### config.mk
export PLATFORM = sky130hd
export DESIGN_NAME = fetch_queue
export DESIGN_NICKNAME = d
export VERILOG_FILES = /design/src/rtl/mmix_defs.sv /design/src/rtl/fetch_queue_fifo.sv /design/src/rtl/fetch_queue.sv
export SDC_FILE = /design/constraint.sdc
export NUM_CORES = 1
export LEC_CHECK = 0
export ABC_CLOCK_PERIOD_IN_PS = 5520
export BUFFER_PORTS_ARGS = -buffer_cell sky130_fd_sc_hd__buf_4
export CAP_MARGIN = 20
export CORE_MARGIN = 2
export CORE_UTILIZATION = 51
export DETAILED_ROUTE_END_ITERATION = 12
export GPL_TIMING_DRIVEN = 0
export PLACE_DENSITY = 0.78
export SYNTH_ARGS = -nofsm -noshare
export SYNTH_HDL_FRONTEND = slang
export SYNTH_HIERARCHICAL = 1
export SYNTH_SLANG_ARGS = --single-unit
### constraint.sdc
create_clock -name clk -period 5.52 [get_ports clk]
set_clock_uncertainty 0.1 [all_clocks]
set_input_delay 0.552 -clock clk [delete_from_list [all_inputs] [get_ports clk]]
set_output_delay 0.552 -clock clk [all_outputs]
set_load 0.01 [all_outputs]
### src/rtl/mmix_defs.sv
// Shared MMIX definitions: fetch record, interrupt bit positions,
// the SWYM no-op encoding and the fetch_queue state type.
package mmix_defs;

   localparam int PX_BIT = 39;
   localparam int F_BIT  = 46;

   localparam logic [31:0] SWYM = 32'hFD00_0000;

   typedef struct packed {
      logic [63:0] loc;
      logic [31:0] inst;
      logic [63:0] interrupt;
   } fetch;

   typedef enum logic [1:0] {
      IDLE,
      WAIT,
      DISCARD,
      STALL
   } fq_state_t;

endpackage

### src/rtl/fetch_queue_fifo.sv
// fetch_fifo: DEPTH-entry FIFO of fetch records.
// Ports: clk, reset_n, push/pop/flush, din, dout (head),
//        count, empty, full. Pointers wrap mod DEPTH.
module fetch_fifo
   import mmix_defs::*;
#(
   parameter int DEPTH = 4,
   localparam int AW = $clog2(DEPTH)
) (
   input  logic        clk,
   input  logic        reset_n,
   input  logic        push,
   input  logic        pop,
   input  logic        flush,
   input  fetch        din,
   output fetch        dout,
   output logic [AW:0] count,
   output logic        empty,
   output logic        full
);

   localparam int CW = AW + 1;
   localparam logic [AW:0] FULL_CNT = CW'(DEPTH);
   localparam logic [AW:0] ONE = CW'(1);

   fetch mem [DEPTH];
   logic [AW-1:0] rd_ptr;
   logic [AW-1:0] wr_ptr;
   logic          do_pop;

   assign empty  = (count == '0);
   assign full   = (count == FULL_CNT);
   assign do_pop = pop && !empty;
   assign dout   = mem[rd_ptr];

   always_ff @(posedge clk or negedge reset_n) begin
      if (!reset_n) begin
         rd_ptr <= '0;
         wr_ptr <= '0;
         count  <= '0;
      end else if (flush) begin
         rd_ptr <= '0;
         wr_ptr <= '0;
         count  <= '0;
      end else begin
         if (push)
            wr_ptr <= wr_ptr + AW'(1);
         if (do_pop)
            rd_ptr <= rd_ptr + AW'(1);
         if (push && !do_pop)
            count <= count + ONE;
         else if (!push && do_pop)
            count <= count - ONE;
      end
   end

   always_ff @(posedge clk) begin
      if (push && !flush)
         mem[wr_ptr] <= din;
   end

endmodule

### src/rtl/fetch_queue.sv
// fetch_queue: owns the fetch pointer, sequences fetch_unit one
// instruction at a time and buffers records for dispatch.
// Ports: clk, reset_n; fetch_enable/fetch_ptr/fetch_done/fetch_head
// to fetch_unit; redirect/redirect_addr restart; out_valid/out_head/
// out_ready to dispatch; stalled after a faulting record.
// FETCH_QUEUE_BYPASS_EN: empty-FIFO records go straight to out_head.
module fetch_queue
   import mmix_defs::*;
#(
   parameter int          DEPTH    = 4,
   parameter logic [63:0] RESET_PC = 64'h8000_0000_0000_0000
) (
   input  logic        clk,
   input  logic        reset_n,
   output logic        fetch_enable,
   output logic [63:0] fetch_ptr,
   input  logic        fetch_done,
   input  fetch        fetch_head,
   input  logic        redirect,
   input  logic [63:0] redirect_addr,
   output logic        out_valid,
   output fetch        out_head,
   input  logic        out_ready,
   output logic        stalled
);

   localparam int AW = $clog2(DEPTH);
   localparam int CW = AW + 1;
   localparam logic [AW:0] FULL_CNT = CW'(DEPTH);
   localparam logic [AW:0] ONE = CW'(1);

   fq_state_t   state;
   fq_state_t   state_next;
   logic [AW:0] count;
   logic [AW:0] count_next;
   logic        empty;
   logic        full;
   logic        push;
   logic        pop;
   logic        room;
   logic        fault;
   logic        done_ok;
   logic        enable_next;
   fetch        fifo_head;
   logic        unused;

   assign unused  = ^redirect_addr[1:0];
   assign done_ok = (state == WAIT) && fetch_done && !redirect;
   assign fault   = fetch_head.interrupt[PX_BIT]
                  | fetch_head.interrupt[F_BIT];
   assign pop     = out_ready && !empty;

`ifdef FETCH_QUEUE_BYPASS_EN
   logic bypass_hit;
   assign bypass_hit = done_ok && empty;
   // a bypassed record taken by dispatch never occupies a slot
   assign push = done_ok && (!full || pop)
               && !(bypass_hit && out_ready);
   assign out_valid = !empty || bypass_hit;
   assign out_head = !empty   ? fifo_head
                   : bypass_hit ? fetch_head
                   : '0;
`else
   assign push      = done_ok && (!full || pop);
   assign out_valid = !empty;
   assign out_head  = empty ? '0 : fifo_head;
`endif

   // occupancy as it will be after this edge; one slot stays
   // reserved for whatever fetch is issued now
   always_comb begin
      count_next = count;
      if (redirect)
         count_next = '0;
      else if (push && !pop)
         count_next = count + ONE;
      else if (pop && !push)
         count_next = count - ONE;
   end

   assign room = (count_next < FULL_CNT);

   always_ff @(posedge clk or negedge reset_n) begin
      if (!reset_n)
         state <= IDLE;
      else
         state <= state_next;
   end

   always_comb begin
      state_next = state;
      if (redirect) begin
         if ((state == WAIT || state == DISCARD) && !fetch_done)
            state_next = DISCARD;
         else
            state_next = IDLE;
      end else begin
         unique case (state)
            IDLE:    if (room) state_next = WAIT;
            WAIT:
               if (fetch_done)
                  state_next = fault ? STALL
                             : room  ? WAIT
                             : IDLE;
            DISCARD: if (fetch_done) state_next = IDLE;
            STALL:   state_next = STALL;
            default: state_next = IDLE;
         endcase
      end
   end

   always_comb begin
      enable_next = 1'b0;
      if (!redirect) begin
         if (state == IDLE && room)
            enable_next = 1'b1;
         if (done_ok && !fault && room)
            enable_next = 1'b1;
      end
   end

   always_ff @(posedge clk or negedge reset_n) begin
      if (!reset_n) begin
         fetch_enable <= 1'b0;
         fetch_ptr    <= RESET_PC;
         stalled      <= 1'b0;
      end else begin
         fetch_enable <= enable_next;
         if (redirect) begin
            fetch_ptr <= {redirect_addr[63:2], 2'b00};
            stalled   <= 1'b0;
         end else if (done_ok) begin
            if (fault)
               stalled <= 1'b1;
            else
               fetch_ptr <= fetch_ptr + 64'd4;
         end
      end
   end

   fetch_fifo #(.DEPTH(DEPTH)) u_fifo (
      .clk     (clk),
      .reset_n (reset_n),
      .push    (push),
      .pop     (pop),
      .flush   (redirect),
      .din     (fetch_head),
      .dout    (fifo_head),
      .count   (count),
      .empty   (empty),
      .full    (full)
   );

endmodule

==> results of run 1 <==
-- cell type report --
cell class	count	area share
diodes	7	0.000487
plain buffers	82	0.0118
clock buffers	96	0.0564
clock inverters	40	0.0118
inverters	12	0.00125
multi-input cells	763	0.204
flip-flops and latches	713	0.585
well taps	756	0.0263
repair buffers	465	0.103
-- registers in the layout, indices dropped and copies added (netlist names) --
signal,cells
state,2
stalled,1
u_fifo/wr_ptr,2
fetch_ptr,62
u_fifo/mem,640
u_fifo/count,3
fetch_enable,1
u_fifo/rd_ptr,2
-- metrics by stage --
step | area [um^2] | power [mW] | setup slack (ns)
global route | 36000 | 14.5 | 1.10
detailed placement | 33500 | 9.13 | 1.81
floorplan | 28800 | 7.58 | 1.60
finish | 36000 | 14.0 | 1.30
global placement | 33200 | 9.08 | -0.445
CTS | 35900 | 14.2 | 1.12
-- layout by cell type, fill, tap and decap left out, types with 8 or more instances in the layout --
cell	synthesis	routed
edfxtp_1	640	640
buf_4	3	454
nor2b_1	165	165
mux4_2	160	160
nand2_1	79	79
clkbuf_16	0	78
dfrtp_1	72	72
clkbuf_1	49	66
o21ai_0	41	41
nor2_1	37	37
nand4_1	34	34
nand3_1	30	30
xor2_1	21	21
nor4_1	20	20
buf_2	19	19
xnor2_1	16	16
nor3_1	13	13
o211ai_1	13	13
clkinv_1	0	13
inv_1	12	12
and3_1	12	12
clkinv_2	0	12
or3_1	11	11
buf_6	11	11
ha_1	10	10
mux2i_1	9	9
and4_1	9	9
a31oi_1	9	9
and2_1	12	8
bufinv_16	0	8
buf_16	0	8
-- power breakdown --
part | internal [mW] | leakage [nW] | switching [mW]
logic | 1.28 | 4.58 | 1.57
clock network | 2.98 | 1.20 | 2.04
registers | 6.03 | 6.65 | 0.120
total | 10.3 | 12.4 | 3.73
-- worst max-delay path: stages (launching register included) --
cell and delay [ns]:
dfrtp_1 0.46, nor3_1 0.20, clkbuf_1 0.60, clkbuf_1 0.77, clkbuf_1 0.53, nor2b_1 0.21
buf_4 0.20
-- repair_timing --
action | CTS | global route
gates resized for setup | 0 | 0
hold endpoints to repair | 1 | 0
hold buffers | 1 | 0
-- final timing paths --
path / start / endpoint / slack, ns
worst min-delay path: reset_n / fetch_ptr[9]$_DFFE_PN0P_ / 0.03
worst max register to register: u_fifo/count[2]$_DFFE_PN0P_ / u_fifo/mem[2][99]$_DFFE_PP_ / 1.84
worst min register to register: stalled$_DFFE_PN0P_ / stalled$_DFFE_PN0P_ / 0.45
worst max-delay path: u_fifo/count[0]$_DFFE_PN0P_ / out_head[60] / 1.30
min in group clk: fetch_head[141] / u_fifo/mem[2][141]$_DFFE_PP_ / 0.04
max in group asynchronous: reset_n / fetch_ptr[57]$_DFFE_PN0P_ / 4.64
-- logic make-up (layout without fill, tap and decap cells) --
| logic type | count (synthesis) | after routing | synth area share |
|---|---|---|---|
| flops | 713 | 713 | 0.730 |
| buf+inv | 94 | 695 | 0.0163 |
| fa+ha+maj | 11 | 11 | 0.00503 |
| compound gates | 92 | 92 | 0.0203 |
| other cells | 1 | 9 | 0.000130 |
| simple gates | 448 | 448 | 0.0874 |
| mux | 173 | 173 | 0.130 |
| xor+xnor | 37 | 37 | 0.0112 |
-- routing by layer --
metal  part of all wire  track usage  routed length, um
met1               0.38        0.313              27300
met2               0.50        0.408              36200
met3              0.095       0.0695               6840
met4              0.026       0.0848               1880
met5            0.00087            0                 63
==> flow_summary.toml, run 1 <==
[routing]
ant_nets = 0
avgRoutedWirePerCell_um = 24.6
drt_iter0_drc = 1344
drcViolationCount = 0
routed_wl_um = 72300
via_per_inst = 5.75
drt-pass1-iter-count = 7
vias = 16881

[logic_synthesis]
ys.warnings.count = 6
ys_ff_latch = 713
yosysSeqAreaShare = 0.730
synth_most_common_cell = "edfxtp_1"
synthesis.area_um2 = 28800
synth_common_cells = "edfxtp_1 (640), nor2b_1 (165), mux4_2 (160), nand2_1 (79), dfrtp_1 (72)"
synth_cells = 1569
synth_largest_area_cell = "edfxtp_1"
synth.area.top_cells = "edfxtp_1 (67%), mux4_2 (12%), dfrtp_1 (6.2%)"
yosysTopAreaCellShare = 0.667
synth_async_sr_flop_share = 0.102
syn_area_per_cell_um2 = 18.4
ys.flop_type = "edfxtp_1"
synth_edf_count = 640
synthDistinctLibCells = 53

[final_layout]
fin_cells = 2934
n_fill_cell = 3920
finalNetCount = 2353
finish.utilization = 0.640
synthToLayoutAreaGrowth_pct = 24.7
ff_latch_area_um2 = 21000
drive_gt1_frac = 0.359
multi_input_area_um2 = 7330

[global_routing]
track_usage = 0.246
grt_pass1_vias = 17465
grt_pass1_wl_um = 108000
grt_max_degree = 74
overflow = 0
antenna_found_initial = 11

[pwr]
leakage_nw = 12.4
power_density_nw_per_um2 = 390
vdd_drop_max_mv = 0.235

[floorplan]
initial_utilization = 0.513
core-area_um2 = 56200
dieWidth_um = 242
placementRows = 87
die-height_um = 242
io_pins = 456
die_area_um2 = 58500

[timing]
slew_viol_final = 0
relSlewSlack = 0.324
setup_viol = 0
rsz0062_at_grt = "false"
layout_min_cycle_time_ns = 4.22
setup_tns_ns = 0
holdWs_ns = 0.0337
hold_violations = 0
period_share = 0.764
clock.fmax_ghz = 0.237
worst_slew_pin_slew_ns = 1.01

[clocking]
path_clk_slew_ns = 0.06
cts_made_buffers = 76
cts_max_level = 3
cts_root_buffer = "clkbuf_16"
clock_latency_ns = 0.61
clockBufferDepth = 3
cts_setup_buffers = 0
clock_sinks = 713
cts_tree = "built"

[worst_setup_path]
worstPathRequired_ns = 4.87
r2r_cells = 8
cp.arrival_ns = 3.57
cp-end-kind = "output pin"
start_kind = "flop"
crit_type = "flop to output pin"
critPathMaxFanout = 10

[flow_run]
drv_cap = 0

[min_path]
hold_path_class = "input port to asynchronous set/reset pin"

[placement]
place_inst = 2789
hpwl_um = 49000
gp_congestion = 0.914
portBuffers = 451

[status]
status = "finished, final reports clean"
No activity file was read; power rests on OpenSTA's default activity.
==> run 2: changes to the inputs <==
ABC_CLOCK_PERIOD_IN_PS = 3500   (was 5520)
clock period = 3.5 ns   (was 5.52 ns; I/O delays follow)
==> run 2 against run 1 <==
Sequential share of layout area is 3.6 points lower. Highest routed layer unchanged. Wire length is 8.0% higher. Core utilization is 4.2 points higher. Largest cell class unchanged. Hold slack better by 0.17 ns.
==> flow_summary.toml, run 2 (same netlist as run 1, synthesis figures left out) <==
[floorplan]
dieWidth_um = 242
die_area_um2 = 58500
initial_utilization = 0.513
die-height_um = 242
placementRows = 87
core-area_um2 = 56200
io_pins = 456

[worst_setup_path]
cpPeakStageDelay_ns = 0.49
worstPathRequired_ns = 3.68
start_kind = "flop"
critPathMaxFanout = 43
crit_chain = "nor3_1 > clkbuf_2 > nand2b_1 > a21oi_2 > nor2b_2 > and2_4 > buf_12 > buf_16"
crit_type = "flop to flop"
cp.arrival_ns = 3.53
cp-end-kind = "flop"
cpMaxStageDelayCell = "dfrtp_1"

[clocking]
cts_root_buffer = "clkbuf_16"
path_clk_slew_ns = 0.06
clock_sinks = 713
cts_max_level = 3
cts_tree = "built"
clock_latency_ns = 0.61
clockBufferDepth = 3
cts_made_buffers = 76

[timing]
rsz0062_at_grt = "true"
period_share = 0.955
setup_tns_ns = 0
hold_violations = 0
relSlewSlack = 0.318
worst_slew_pin_slew_ns = 1.02
slew_viol_final = 0
layout_min_cycle_time_ns = 3.34
clock.fmax_ghz = 0.299
setup_viol = 0
holdWs_ns = 0.200

[placement]
gp_congestion = 0.914
portBuffers = 451
placed_area_um2 = 33500
hpwl_um = 49000

[global_routing]
antenna_found_initial = 4
overflow = 0
grt_pass1_wl_um = 117000
grt_pass1_vias = 19040
grt_max_degree = 74
track_usage = 0.266

[routing]
avgRoutedWirePerCell_um = 24.6
drt-pass1-iter-count = 5
via_per_inst = 5.72
vias = 18123
drcViolationCount = 0
drt_iter0_drc = 1577
routed_wl_um = 78100
ant_nets = 0

[final_layout]
final_cell_mix = "edfxtp_1 (640), buf_4 (464), dlygate4sd3_1 (224)"
finalNetCount = 2590
synthToLayoutAreaGrowth_pct = 32.9
largest_reg_flops = 640
fin_area_um2 = 38300
final_common_cell = "edfxtp_1"
drive_gt1_frac = 0.334
reg_top3 = "u_fifo/mem x640, fetch_ptr x62, u_fifo/count x3"
largest-register = "u_fifo/mem"

[pwr]
power_density_nw_per_um2 = 588
leakage_nw = 13.4
p_total_mw = 22.5
vdd_drop_max_mv = 0.375

[min_path]
hold_path_class = "input port to flop"

[status]
status = "finished, final reports clean"

[flow_run]
drv_cap = 0
## run 2: cell types whose count changed in the layout (fill, tap and decap cells not counted), sizes merged
cell,previous run,this run
and2,12,16
buf,496,506
diode,7,6
dlygate4sd3,1,224
## run 2: final timing paths
kind	from	to	slack, ns	cells after the start
max reg2reg	u_fifo/count[2]$_DFFE_PN0P_	u_fifo/mem[3][57]$_DFFE_PP_	0.16	8
min in group asynchronous	reset_n	fetch_ptr[20]$_DFFE_PN0P_	0.38	2
min	redirect	u_fifo/wr_ptr[1]$_DFFE_PN0P_	0.20	3
max	u_fifo/count[2]$_DFFE_PN0P_	u_fifo/mem[3][57]$_DFFE_PP_	0.16	8
min reg2reg	stalled$_DFFE_PN0P_	stalled$_DFFE_PN0P_	0.46	2
max in group asynchronous	reset_n	fetch_ptr[49]$_DFFE_PN0P_	2.25	2
## run 2: area by class of cell
| class | count | area (um^2) |
|---|---|---|
| inverters | 12 | 45.0 |
| diodes | 6 | 15.0 |
| clock inverters | 40 | 425 |
| clock buffers | 96 | 2030 |
| well taps | 756 | 946 |
| flip-flops and latches | 713 | 21000 |
| fillers | 3552 | 17900 |
| plain buffers | 82 | 437 |
| multi-input cells | 767 | 7370 |
| repair buffers | 698 | 6010 |
## run 2: worst max-delay path: cells and delay by family (launching register included)
family,cells,cell delay (ns)
AO/OA/AOI/OAI,1,0.30
AND/OR/NAND/NOR,4,1.20
buffers and inverters,3,0.85
flip-flops,1,0.49
## run 2: what timing repair did
item	4_1_cts	5_1_grt
gates cloned	4	0
endpoints found under the setup margin	245	166
buffers inserted	0	10
pin swaps	4	3
endpoints found under the hold margin	776	0
gates resized for setup	5	11
hold buffers	224	0
## run 2: per-layer routing
metal | vias up | routed length (um) | global-route usage | share of wire
li1 | 7822 | - | - | -
met1 | 9290 | 29700 | 0.335 | 0.38
met2 | 888 | 39700 | 0.458 | 0.51
met3 | 121 | 6510 | 0.0607 | 0.083
met4 | 2 | 2170 | 0.0902 | 0.028
met5 | - | 12 | 0 | 0.00015
## run 2: report_power, final
group	internal [mW]	leakage (nW)	switching (mW)	total, mW
combinational	2.21	5.60	2.64	4.85
clock	4.71	1.20	3.27	7.98
sequential	9.51	6.65	0.194	9.71
total	16.4	13.4	6.10	22.5
## run 2: metrics by stage
stage                      util  setup slack [ns]  std cells
after CTS                 0.680            0.0176       3153
after global placement    0.591             -2.47       2777
after global routing      0.682          -0.00184       3166
after detailed placement  0.596            -0.191       2789
after floorplan               -            -0.415       1570
final                     0.682             0.156       3170
==> run 3: changes to the inputs <==
ABC_CLOCK_PERIOD_IN_PS = 3200   (was 3500)
CORE_UTILIZATION = 57   (was 51)
PLACE_DENSITY = default   (was 0.78)
PLACE_DENSITY_LB_ADDON = 0.12   (was default)
clock period = 3.2 ns   (was 3.5 ns; I/O delays follow)
==> run 3 against run 2 <==
Setup slack worse by 0.039 ns. Count of clock-buffer cells in the layout down 4. Clock power up 0.6%. Via count down 1.3%. Power up 6.1%. Combinational power up 8.7%.
==> flow_summary.toml, run 3 (same netlist as run 1, synthesis figures left out) <==
[status]
status = "finished, final reports clean"

[final_layout]
reg_top3 = "u_fifo/mem x640, fetch_ptr x62, u_fifo/count x3"
largest_reg_flops = 640
fin_cells = 3072
finish.utilization = 0.759
drive_gt1_frac = 0.332
n_fill_cell = 2916
fin_area_um2 = 38000
finalNetCount = 2582
synthToLayoutAreaGrowth_pct = 31.8
largest-register = "u_fifo/mem"
final_cell_mix = "edfxtp_1 (640), buf_4 (460), dlygate4sd3_1 (224)"
final_common_cell = "edfxtp_1"

[placement]
gp_congestion = 0.920
hpwl_um = 45800
place_ws_ns = -0.527
placed_area_um2 = 33400
place_inst = 2705
portBuffers = 451

[floorplan]
initial_utilization = 0.576
io_pins = 456
core-area_um2 = 50100
placementRows = 82
dieWidth_um = 229
die_area_um2 = 52400
die-height_um = 229

[flow_run]
drv_cap = 0

[clocking]
cts_root_buffer = "clkbuf_16"
clock_latency_ns = 0.60
cts_made_buffers = 73
clockBufferDepth = 3
clock_sinks = 713
cts_tree = "built"
cts_max_level = 3
path_clk_slew_ns = 0.06

[routing]
ant_nets = 0
drt_iter0_drc = 1543
via_per_inst = 5.82
avgRoutedWirePerCell_um = 23.9
drcViolationCount = 0
drt-pass1-iter-count = 5
vias = 17889
routed_wl_um = 73500

[timing]
clock.fmax_ghz = 0.324
slew_viol_final = 0
hold_violations = 0
period_share = 0.963
holdWs_ns = 0.176
worst_slew_pin_slew_ns = 1.09
rsz0062_at_grt = "false"
relSlewSlack = 0.266
setup_slack_ns = 0.117
setup_viol = 0
layout_min_cycle_time_ns = 3.08
setup_tns_ns = 0

[pwr]
leakage_nw = 13.3
swShare = 0.271
combPwrFrac = 0.220
p_seq_frac = 0.444
p_total_mw = 23.9
clkPwrFrac = 0.336
power_density_nw_per_um2 = 629
internal-power_mw = 17.4
vdd_drop_max_mv = 0.498
power_switching_mw = 6.48

[worst_setup_path]
worstPathRequired_ns = 3.62
crit_type = "flop to flop"
critPathMaxFanout = 10
cp-end-kind = "flop"
cp.arrival_ns = 3.50
start_kind = "flop"

[global_routing]
grt_pass1_vias = 18561
grt_pass1_wl_um = 112000
track_usage = 0.284
overflow = 0
antenna_found_initial = 9
grt_max_degree = 74

[min_path]
hold_path_class = "input port to flop"
-- run 3: changes by cell type in the layout (fill, tap and decap cells not counted), sizes merged --
| cell | change |
|---|---|
| buf | -4 |
| bufinv | -5 |
| clkbuf | -5 |
| clkinv | +5 |
| clkinvlp | -1 |
| diode | -2 |
| inv | -2 |
-- run 3: layout make-up --
cell class | count | area (um^2) | area share
diodes | 4 | 10.0 | 0.000263
plain buffers | 82 | 443 | 0.0117
clock buffers | 92 | 1970 | 0.0519
clock inverters | 37 | 260 | 0.00685
inverters | 12 | 45.0 | 0.00119
multi-input cells | 767 | 7380 | 0.194
flip-flops and latches | 713 | 21000 | 0.554
well taps | 672 | 841 | 0.0221
repair buffers | 693 | 6000 | 0.158
-- run 3: path summary, 6_finish.rpt --
kind	cells after the start	startpoint	end	slack (ns)
hold / removal	5	out_ready	u_fifo/wr_ptr[0]$_DFFE_PN0P_	0.18
hold reg to reg	2	stalled$_DFFE_PN0P_	stalled$_DFFE_PN0P_	0.43
setup reg to reg	5	fetch_ptr[6]$_DFFE_PN0P_	fetch_ptr[45]$_DFFE_PN0P_	0.12
setup / recovery	5	fetch_ptr[6]$_DFFE_PN0P_	fetch_ptr[45]$_DFFE_PN0P_	0.12
min in group asynchronous	2	reset_n	fetch_ptr[14]$_DFFE_PN0P_	0.32
max in group asynchronous	2	reset_n	fetch_ptr[60]$_DFFE_PN0P_	2.04
-- run 3: timing repair --
action / 4_1_cts / 5_1_grt
cloned: 4 / 0
setup buffers: 4 / 2
endpoints found under the setup margin: 643 / 1
pin swaps: 5 / 1
resized for setup: 17 / 0
hold buffers: 224 / 0
endpoints found under the hold margin: 776 / 0
-- run 3: critical path, stage by stage (launching register included) --
cell and delay (ns):
dfrtp_1 0.45, nand4_1 0.41, nor4_1 0.62, nand4_1 0.58, or4_1 0.66, a31oi_1 0.18
-- run 3: metal layers --
| metal | part of all wire | vias to the layer above | wire length, um | global-route usage |
|---|---|---|---|---|
| li1 | - | 7804 | - | - |
| met2 | 0.49 | 791 | 36400 | 0.466 |
| met1 | 0.39 | 9098 | 28700 | 0.377 |
| met3 | 0.074 | 188 | 5470 | 0.0584 |
| met4 | 0.040 | 8 | 2950 | 0.115 |
| met5 | 0.00072 | - | 53 | 0 |
-- run 3: power by group through the flow --
| stage | Clock, mW | Combinational, mW | Sequential (mW) |
|---|---|---|---|
| 2_1_floorplan | 0 | 2.29 | 10.8 |
| 3_3_place_gp | 0 | 4.92 | 10.8 |
| 3_5_place_dp | 0 | 5.00 | 10.8 |
| 4_1_cts | 8.15 | 5.31 | 10.6 |
| 5_1_grt | 8.53 | 5.64 | 10.6 |
| 6_report | 8.03 | 5.27 | 10.6 |
